===== src/rtl/axi4l_reg_bridge.sv =====
// axi4l_reg_bridge
//   AXI4-Lite slave that turns one AXI read or write at a time into a req/ack
//   access on a simple register bus. Reads take priority over writes that
//   arrive in the same cycle. A write whose strobes are not all ones is
//   answered with SLVERR and never reaches the register bus.
//
//   Optional macro: AXI4L_REGS_TIMEOUT_EN
//     Defined   : an access that sees no reg_ack within ACK_TIMEOUT cycles of
//                 reg_req is dropped. The bridge answers SLVERR, and a read
//                 returns 32'hDEADBEEF.
//     Undefined : the bridge waits for reg_ack indefinitely.
//
// Ports
//   axi4l_aclk, axi4l_arstn   clock; asynchronous, active-high reset
//   s_axi_aw* / s_axi_w*      write address and data channels (accepted together)
//   s_axi_b*                  write response channel
//   s_axi_ar* / s_axi_r*      read address and read data channels
//   reg_addr/reg_wdata        register word index and write data, held for the whole request
//   reg_wren/reg_req          access request (reg_wren=1 for a write)
//   reg_rdata/reg_ack         one-cycle completion; read data is valid with reg_ack
module axi4l_reg_bridge #(
  parameter int AXI_ADDR_WIDTH = 32,
  parameter int AXI_DATA_WIDTH = 32,
  parameter int REG_ADDR_WIDTH = 4,
  parameter int REG_DATA_WIDTH = 32,
  parameter int ACK_TIMEOUT    = 16
) (
  input  logic                        axi4l_aclk,
  input  logic                        axi4l_arstn,
  input  logic [AXI_ADDR_WIDTH-1:0]   s_axi_awaddr,
  input  logic                        s_axi_awvalid,
  output logic                        s_axi_awready,
  input  logic [AXI_DATA_WIDTH-1:0]   s_axi_wdata,
  input  logic [AXI_DATA_WIDTH/8-1:0] s_axi_wstrb,
  input  logic                        s_axi_wvalid,
  output logic                        s_axi_wready,
  output logic [1:0]                  s_axi_bresp,
  output logic                        s_axi_bvalid,
  input  logic                        s_axi_bready,
  input  logic [AXI_ADDR_WIDTH-1:0]   s_axi_araddr,
  input  logic                        s_axi_arvalid,
  output logic                        s_axi_arready,
  output logic [AXI_DATA_WIDTH-1:0]   s_axi_rdata,
  output logic [1:0]                  s_axi_rresp,
  output logic                        s_axi_rvalid,
  input  logic                        s_axi_rready,
  output logic [REG_ADDR_WIDTH-1:0]   reg_addr,
  output logic [REG_DATA_WIDTH-1:0]   reg_wdata,
  output logic                        reg_wren,
  input  logic [REG_DATA_WIDTH-1:0]   reg_rdata,
  output logic                        reg_req,
  input  logic                        reg_ack
);

  localparam logic [1:0] RESP_OKAY   = 2'b00;
  localparam logic [1:0] RESP_SLVERR = 2'b10;

  typedef enum logic [2:0] {
    S_IDLE, S_RD_REQ, S_RD_RESP, S_WR_REQ, S_WR_RESP
  } state_e;

  state_e                    state_q, state_d;
  logic                      arready_q, arready_d;
  logic                      awready_q, awready_d;
  logic                      wready_q, wready_d;
  logic                      bvalid_q, bvalid_d;
  logic                      rvalid_q, rvalid_d;
  logic [1:0]                bresp_q, bresp_d;
  logic [1:0]                rresp_q, rresp_d;
  logic [AXI_DATA_WIDTH-1:0] rdata_q, rdata_d;
  logic [REG_ADDR_WIDTH-1:0] reg_addr_q, reg_addr_d;
  logic [REG_DATA_WIDTH-1:0] reg_wdata_q, reg_wdata_d;
  logic                      reg_wren_q, reg_wren_d;
  logic                      reg_req_q, reg_req_d;
  logic                      wstrb_bad_q, wstrb_bad_d;
  logic                      tmo_hit;

  // Only the word-index bits of the address are used.
  logic unused_addr_bits;
  assign unused_addr_bits = ^{s_axi_araddr[AXI_ADDR_WIDTH-1:REG_ADDR_WIDTH+2], s_axi_araddr[1:0],
                              s_axi_awaddr[AXI_ADDR_WIDTH-1:REG_ADDR_WIDTH+2], s_axi_awaddr[1:0]};

`ifdef AXI4L_REGS_TIMEOUT_EN
  localparam int TW = $clog2(ACK_TIMEOUT + 1);
  logic [TW-1:0] tmo_cnt_q, tmo_cnt_d;

  // Count the cycles reg_req has been high without an ack. The counter
  // clears on its own once the FSM leaves the request state.
  always_comb begin
    tmo_cnt_d = '0;
    if ((state_q == S_RD_REQ || state_q == S_WR_REQ) && reg_req_q && !reg_ack)
      tmo_cnt_d = tmo_cnt_q + 1'b1;
  end

  always_ff @(posedge axi4l_aclk or posedge axi4l_arstn)
    if (axi4l_arstn) tmo_cnt_q <= '0;
    else             tmo_cnt_q <= tmo_cnt_d;

  assign tmo_hit = reg_req_q && (tmo_cnt_q == TW'(ACK_TIMEOUT - 1));
`else
  localparam int unused_ack_timeout = ACK_TIMEOUT;
  assign tmo_hit = 1'b0;
`endif

  always_comb begin
    state_d     = state_q;
    arready_d   = 1'b0;  // address/data readies are one-cycle pulses
    awready_d   = 1'b0;
    wready_d    = 1'b0;
    bvalid_d    = bvalid_q;
    rvalid_d    = rvalid_q;
    bresp_d     = bresp_q;
    rresp_d     = rresp_q;
    rdata_d     = rdata_q;
    reg_addr_d  = reg_addr_q;
    reg_wdata_d = reg_wdata_q;
    reg_wren_d  = reg_wren_q;
    reg_req_d   = reg_req_q;
    wstrb_bad_d = wstrb_bad_q;
    case (state_q)
      S_IDLE: begin
        if (s_axi_arvalid) begin
          arready_d  = 1'b1;
          reg_addr_d = s_axi_araddr[REG_ADDR_WIDTH+1:2];
          state_d    = S_RD_REQ;
        end else if (s_axi_awvalid && s_axi_wvalid) begin
          awready_d   = 1'b1;
          wready_d    = 1'b1;
          reg_addr_d  = s_axi_awaddr[REG_ADDR_WIDTH+1:2];
          reg_wdata_d = s_axi_wdata;
          wstrb_bad_d = (s_axi_wstrb != '1);
          state_d     = S_WR_REQ;
        end
      end
      // reg_req rises one cycle after the address pulse. An ack only counts
      // while reg_req is already high, so a stray ack is ignored.
      S_RD_REQ: begin
        if (reg_req_q && reg_ack) begin
          reg_req_d = 1'b0;
          rdata_d   = reg_rdata;
          rresp_d   = RESP_OKAY;
          rvalid_d  = 1'b1;
          state_d   = S_RD_RESP;
        end else if (tmo_hit) begin
          reg_req_d = 1'b0;
          rdata_d   = AXI_DATA_WIDTH'(32'hDEADBEEF);
          rresp_d   = RESP_SLVERR;
          rvalid_d  = 1'b1;
          state_d   = S_RD_RESP;
        end else begin
          reg_req_d = 1'b1;
        end
      end
      S_WR_REQ: begin
        if (wstrb_bad_q) begin
          // A partial-strobe write never reaches the register bus.
          bvalid_d = 1'b1;
          bresp_d  = RESP_SLVERR;
          state_d  = S_WR_RESP;
        end else if (reg_req_q && reg_ack) begin
          reg_req_d  = 1'b0;
          reg_wren_d = 1'b0;
          bvalid_d   = 1'b1;
          bresp_d    = RESP_OKAY;
          state_d    = S_WR_RESP;
        end else if (tmo_hit) begin
          reg_req_d  = 1'b0;
          reg_wren_d = 1'b0;
          bvalid_d   = 1'b1;
          bresp_d    = RESP_SLVERR;
          state_d    = S_WR_RESP;
        end else begin
          reg_req_d  = 1'b1;
          reg_wren_d = 1'b1;
        end
      end
      S_RD_RESP: if (s_axi_rready) begin
        rvalid_d = 1'b0;
        state_d  = S_IDLE;
      end
      S_WR_RESP: if (s_axi_bready) begin
        bvalid_d = 1'b0;
        state_d  = S_IDLE;
      end
      default: state_d = S_IDLE;
    endcase
  end

  always_ff @(posedge axi4l_aclk or posedge axi4l_arstn) begin
    if (axi4l_arstn) begin
      state_q     <= S_IDLE;
      arready_q   <= 1'b0;
      awready_q   <= 1'b0;
      wready_q    <= 1'b0;
      bvalid_q    <= 1'b0;
      rvalid_q    <= 1'b0;
      bresp_q     <= RESP_OKAY;
      rresp_q     <= RESP_OKAY;
      rdata_q     <= '0;
      reg_addr_q  <= '0;
      reg_wdata_q <= '0;
      reg_wren_q  <= 1'b0;
      reg_req_q   <= 1'b0;
      wstrb_bad_q <= 1'b0;
    end else begin
      state_q     <= state_d;
      arready_q   <= arready_d;
      awready_q   <= awready_d;
      wready_q    <= wready_d;
      bvalid_q    <= bvalid_d;
      rvalid_q    <= rvalid_d;
      bresp_q     <= bresp_d;
      rresp_q     <= rresp_d;
      rdata_q     <= rdata_d;
      reg_addr_q  <= reg_addr_d;
      reg_wdata_q <= reg_wdata_d;
      reg_wren_q  <= reg_wren_d;
      reg_req_q   <= reg_req_d;
      wstrb_bad_q <= wstrb_bad_d;
    end
  end

  assign s_axi_arready = arready_q;
  assign s_axi_awready = awready_q;
  assign s_axi_wready  = wready_q;
  assign s_axi_bvalid  = bvalid_q;
  assign s_axi_bresp   = bresp_q;
  assign s_axi_rvalid  = rvalid_q;
  assign s_axi_rresp   = rresp_q;
  assign s_axi_rdata   = rdata_q;
  assign reg_addr      = reg_addr_q;
  assign reg_wdata     = reg_wdata_q;
  assign reg_wren      = reg_wren_q;
  assign reg_req       = reg_req_q;

endmodule


===== config.mk =====
export PLATFORM = sky130hd
export DESIGN_NAME = axi4l_reg_bridge
export DESIGN_NICKNAME = d
export VERILOG_FILES = /design/src/rtl/axi4l_reg_bridge.sv
export SDC_FILE = /design/constraint.sdc
export NUM_CORES = 1
export LEC_CHECK = 0
export CAP_MARGIN = 10
export CORE_ASPECT_RATIO = 1.25
export CORE_MARGIN = 2
export CORE_UTILIZATION = 30
export DETAILED_ROUTE_END_ITERATION = 10
export PLACE_DENSITY = 0.71
export SLEW_MARGIN = 20
export SYNTH_ARGS = -nofsm -noshare
export SYNTH_HDL_FRONTEND = slang
export SYNTH_SLANG_ARGS = --single-unit

===== constraint.sdc =====
create_clock -name axi4l_aclk -period 2.8 [get_ports axi4l_aclk]
set_clock_uncertainty 0.05 [all_clocks]
set_input_delay 0.56 -clock axi4l_aclk [delete_from_list [all_inputs] [get_ports axi4l_aclk]]
set_output_delay 0.56 -clock axi4l_aclk [all_outputs]
set_load 0.01 [all_outputs]

Word level (Yosys, flattened, before mapping)

Cells that the tools add are included.

Equal/unequal tests: 11
Reduce and logical (&&, ||, !) cells: 17
Mux-type cells: 26
Bitwise gates (word level): 2

Operators by type and width:

| kind                                           | count |
|---|---|
| 2-to-1 mux 3 bit                               | 7 |
| one-hot mux 3 bit (5 select lines)             | 1 |
| 2-to-1 mux 1 bit                               | 11 |
| AND reduction 2 bit                            | 5 |
| nonzero test 2 bit                             | 5 |
| AND reduction 3 bit                            | 3 |
| 2-to-1 mux 4 bit                               | 2 |
| inequality test 2 bit (second input constant)  | 4 |
| == test 3 x 2 -> 1 bit (second input constant) | 2 |
| inequality test 3 bit (second input constant)  | 2 |
| one-hot mux 1 bit (2 select lines)             | 3 |
| AND reduction 5 bit                            | 1 |
| 2-to-1 mux 2 bit                               | 2 |
| inequality test 4 bit (second input constant)  | 1 |
| == test 3 x 1 -> 1 bit (second input constant) | 1 |
| == test 3 bit (second input constant)          | 1 |
| logical NOT 3 bit                              | 1 |
| logical AND 1 bit                              | 2 |
| NOT 1 bit                                      | 2 |

Register bits after elaboration: 80
Logic and storage cells: 68
Input port bits: 140
Output and inout port bits: 79

Depth between registers and ports, before layout

Depth after elaboration: 4
Gate-level depth with buffers: 5
Gate-level depth less buffers: 3

Worst setup path after synthesis

Ideal clock, no wire load.

Path kind: input-to-reg
Start: input s_axi_arvalid
End: register reg_wdata_q[19], in the netlist reg_wdata[19]
Path slack: 929 ps
Buffers on the path: 2
Stages on the path: 4
Library setup time: 125 ps
Data required time: 2,625 ps
Arrival: 1,696 ps
Path through: buf_2 nor4b_4 buf_6 mux2_2

Longest elaborated chain between the ends: 2

Ends and longest elaborated chain:

| element                       | line | text |
|---|---|---|
| start: declaration            | 41   | `input logic s_axi_arvalid,` |
| NOT 1 bit (no line)           | --   |  |
| AND reduction 3 bit (no line) | --   |  |
| end signal: assignment        | 216  | `reg_wdata_q <= reg_wdata_d;` |
| end: declaration              | 72   | `logic [REG_DATA_WIDTH-1:0] reg_wdata_q, reg_wdata_d;` |

No other way between the ends.
A chain may end at the register's enable or synchronous reset.

Final worst setup path

Start: input s_axi_arvalid
End: register reg_addr_q[1], in the netlist reg_addr[1]

Longest elaborated chain between the ends: 2
Elaborated cells on any way between the ends: 3
Classes of those cells: mux (1); reduce/logical (2)

Ends and longest elaborated chain:

| element                       | line | text |
|---|---|---|
| nonzero test 2 bit (no line)  | --   |  |
| AND reduction 2 bit (no line) | --   |  |
| end signal: assignment        | 215  | `reg_addr_q <= reg_addr_d;` |
| end: declaration              | 71   | `logic [REG_ADDR_WIDTH-1:0] reg_addr_q, reg_addr_d;` |

Several ways; a longest one is shown, not always the timed one.

==> impl_metrics.py <==
metrics = {
    "setup_path": {
        "crit_type": "in -> reg",
        "timing.rr.start": "state_q[1]",
        "end_kind": "flip-flop",
        "cp_max_fo": 6,
        "crit_required_ns": 2.96,
        "cp-startpoint": "s_axi_arvalid",
        "worstSetupStartpointType": "input port",
        "cp.arrival_ns": 2.28,
    },
    "clocking": {
        "clkTransAtPathRegs_ns": 0.06,
        "cts.path.max_buffers": 2,
        "htreeDepth": 3,
        "cts_tree": "built",
        "clk_latency_ns": 0.33,
        "clockRootBuffer": "clkbuf_16",
        "post_cts_resize_count": 0,
        "cts_made_buffers": 9,
        "clock_sinks": 79,
        "ctsHoldBuffers": 0,
        "postCtsSetupBuffers": 0,
    },
    "placement": {
        "routabilityCongestion": 0.737,
        "post-dp-hpwl_microns": 5540,
        "io_buffer_count": 159,
    },
    "final_layout": {
        "multi_input_area_sq_um": 1080,
        "regArea_sq_um": 1980,
        "area_growth_pct": 63.8,
        "fill_cells": 937,
        "drive_gt1_share_pct": 27.0,
        "final_nets": 506,
        "fin_util_pct": 50.0,
        "diodes": 0,
    },
    "worst_hold_path": {
        "worstHoldPathType": "reg -> reg",
        "worstHoldStart": "reg_wdata[25]",
    },
    "sta": {
        "worst_pin_slew_ns": 0.570,
        "min_period_ns": 2.13,
        "finalSetupViolCount": 0,
        "hold_viol_final": 0,
        "timing.final.crit_share_pct": 76.0,
        "finalSetupTns_ns": 0,
        "maxSlewViolCount": 0,
        "fmax_ghz": 0.470,
        "relSlewSlack_pct": 62.0,
        "rsz0062_at_grt": "false",
    },
    "power_and_ir_drop": {
        "p_leak_nw": 2.15,
        "ir_drop_mv": 0.378,
        "p_per_area_nw_per_um2": 1090,
    },
    "detailed_routing": {
        "dr.pass1.iters": 4,
        "num_vias": 2251,
        "drc": 0,
        "wire_per_inst_microns": 14.6,
        "drt_iter0_drc": 60,
        "drtAntennaViolNets": 0,
        "via_per_inst": 4.48,
        "totalWireLength_microns": 7360,
    },
    "die": {
        "io_pins": 219,
        "rows": 42,
        "die_h_microns": 119,
        "die_w_microns": 96.3,
        "initial_utilization_pct": 30.5,
        "core-area_sq_um": 10500,
        "die_area_sq_um": 11500,
    },
    "synthesis": {
        "syn_area_per_cell_sq_um": 15.7,
        "syn_inst": 203,
        "synth.distinct_cells": 30,
        "synth_ff_type": "dfrtp_1",
        "synth-seq-cells": 79,
        "synth_edf_count": 0,
        "ys_warn_count": 0,
        "yosysSeqAreaShare_pct": 61.9,
        "netlist_area_sq_um": 3190,
        "synth-async-reset-ratio_pct": 100,
    },
    "global_routing": {
        "grt_max_degree": 39,
        "grt_pass1_wl_microns": 11300,
        "antenna_found_initial": 0,
        "grt_use_total_pct": 13.1,
        "globalRouteOverflowTotal": 0,
        "grt_pass1_vias": 2353,
    },
    "outcome": {
        "status": "finished clean",
    },
    "job": {
        "max_cap_viol_count": 0,
    },
}
[placed cells by master (no fill, tap or decap), types with 2 or more instances in the layout]
cell type,netlist,layout
clkdlybuf4s50_1,0,159
dfrtp_1,79,79
mux2_2,73,73
clkbuf_16,0,9
nand2_1,6,6
inv_1,5,4
a31oi_1,3,3
conb_1,1,3
buf_4,4,3
nand3_1,2,2
a22o_1,2,2
clkinv_2,0,2
clkinvlp_4,0,2
clkbuf_8,0,2
bufinv_16,0,2
buf_12,0,2
[flip-flops by register name, summed over array words and instances, names as in the netlist]
name           count
reg_req            1
s_axi_arready      1
s_axi_rdata       32
s_axi_bresp        1
state_q            3
s_axi_bvalid       1
s_axi_rvalid       1
s_axi_wready       1
reg_wren           1
reg_wdata         32
wstrb_bad_q        1
reg_addr           4
[cell usage after synthesis (all sizes together) (2+ instances only)]
cell   number  area share (%)
nand2       6            0.71
nand3       2            0.31
a22o        2            0.55
a31oi       3            0.59
dfrtp      79              62
mux2       74              26
buf        13             3.7
inv         5            0.59
[metal layers]
layer | share of wire [%] | track usage, %
met1 | 36 | 13.5
met4 | 2.2 | 6.43
met5 | 0 | 0
met3 | 6.5 | 3.61
met2 | 55 | 23.5
[cells by family (layout without fill, tap and decap cells)]
| logic type | after synthesis | count (layout) | share of synthesized area [%] |
|---|---|---|---|
| buffers and inverters | 19 | 185 | 4.43 |
| AO/OA/AOI/OAI | 14 | 14 | 3.88 |
| AND/OR/NAND/NOR | 16 | 16 | 3.57 |
| multiplexers | 74 | 74 | 26.1 |
| flip-flops | 79 | 79 | 61.9 |
| other | 1 | 3 | 0.117 |
[where the power goes]
group	internal [mW]	total (mW)	switching, mW
clock	0.827	1.28	0.450
sequential	1.71	2.04	0.330
combinational	1.57	2.41	0.841
[stage by stage]
step	power [mW]	hold slack [ns]	area [sq um]	cells	setup slack, ns
final	5.72	0.444	5230	503	0.673
after global routing	6.05	0.464	5230	503	0.587
after CTS	5.82	0.447	5230	503	0.670
after detailed placement	4.51	0.433	4900	487	0.318
after global placement	4.43	0.420	4900	487	0.387
after floorplan	3.14	0.465	3200	205	0.167
[final timing paths]
kind                                  end  slack, ns  cells past startpoint
setup reg to reg            reg_wdata[12]       0.85                      4
setup / recovery              reg_addr[1]       0.67                      4
hold / removal              reg_wdata[25]       0.44                      1
max in group asynchronous  s_axi_rdata[8]       1.55                      3
hold reg to reg             reg_wdata[25]       0.44                      1
min in group asynchronous  s_axi_rdata[2]       0.55                      2
[cell type report]
| class | count | share of cell area (%) |
|---|---|---|
| sequential | 79 | 37.8 |
| timing repair buffer | 164 | 31.6 |
| multi-input combinational | 107 | 20.7 |
| clock buffer | 11 | 4.83 |
| tap | 132 | 3.16 |
| clock inverter | 5 | 1.53 |
| inverter | 5 | 0.383 |
[critical path, cell delays in order]
cell	delay [ns]
clkdlybuf4s50_1	0.67
inv_1	0.16
a2111oi_4	0.50
mux2_2	0.39
Power figures use the tool's default switching activity.
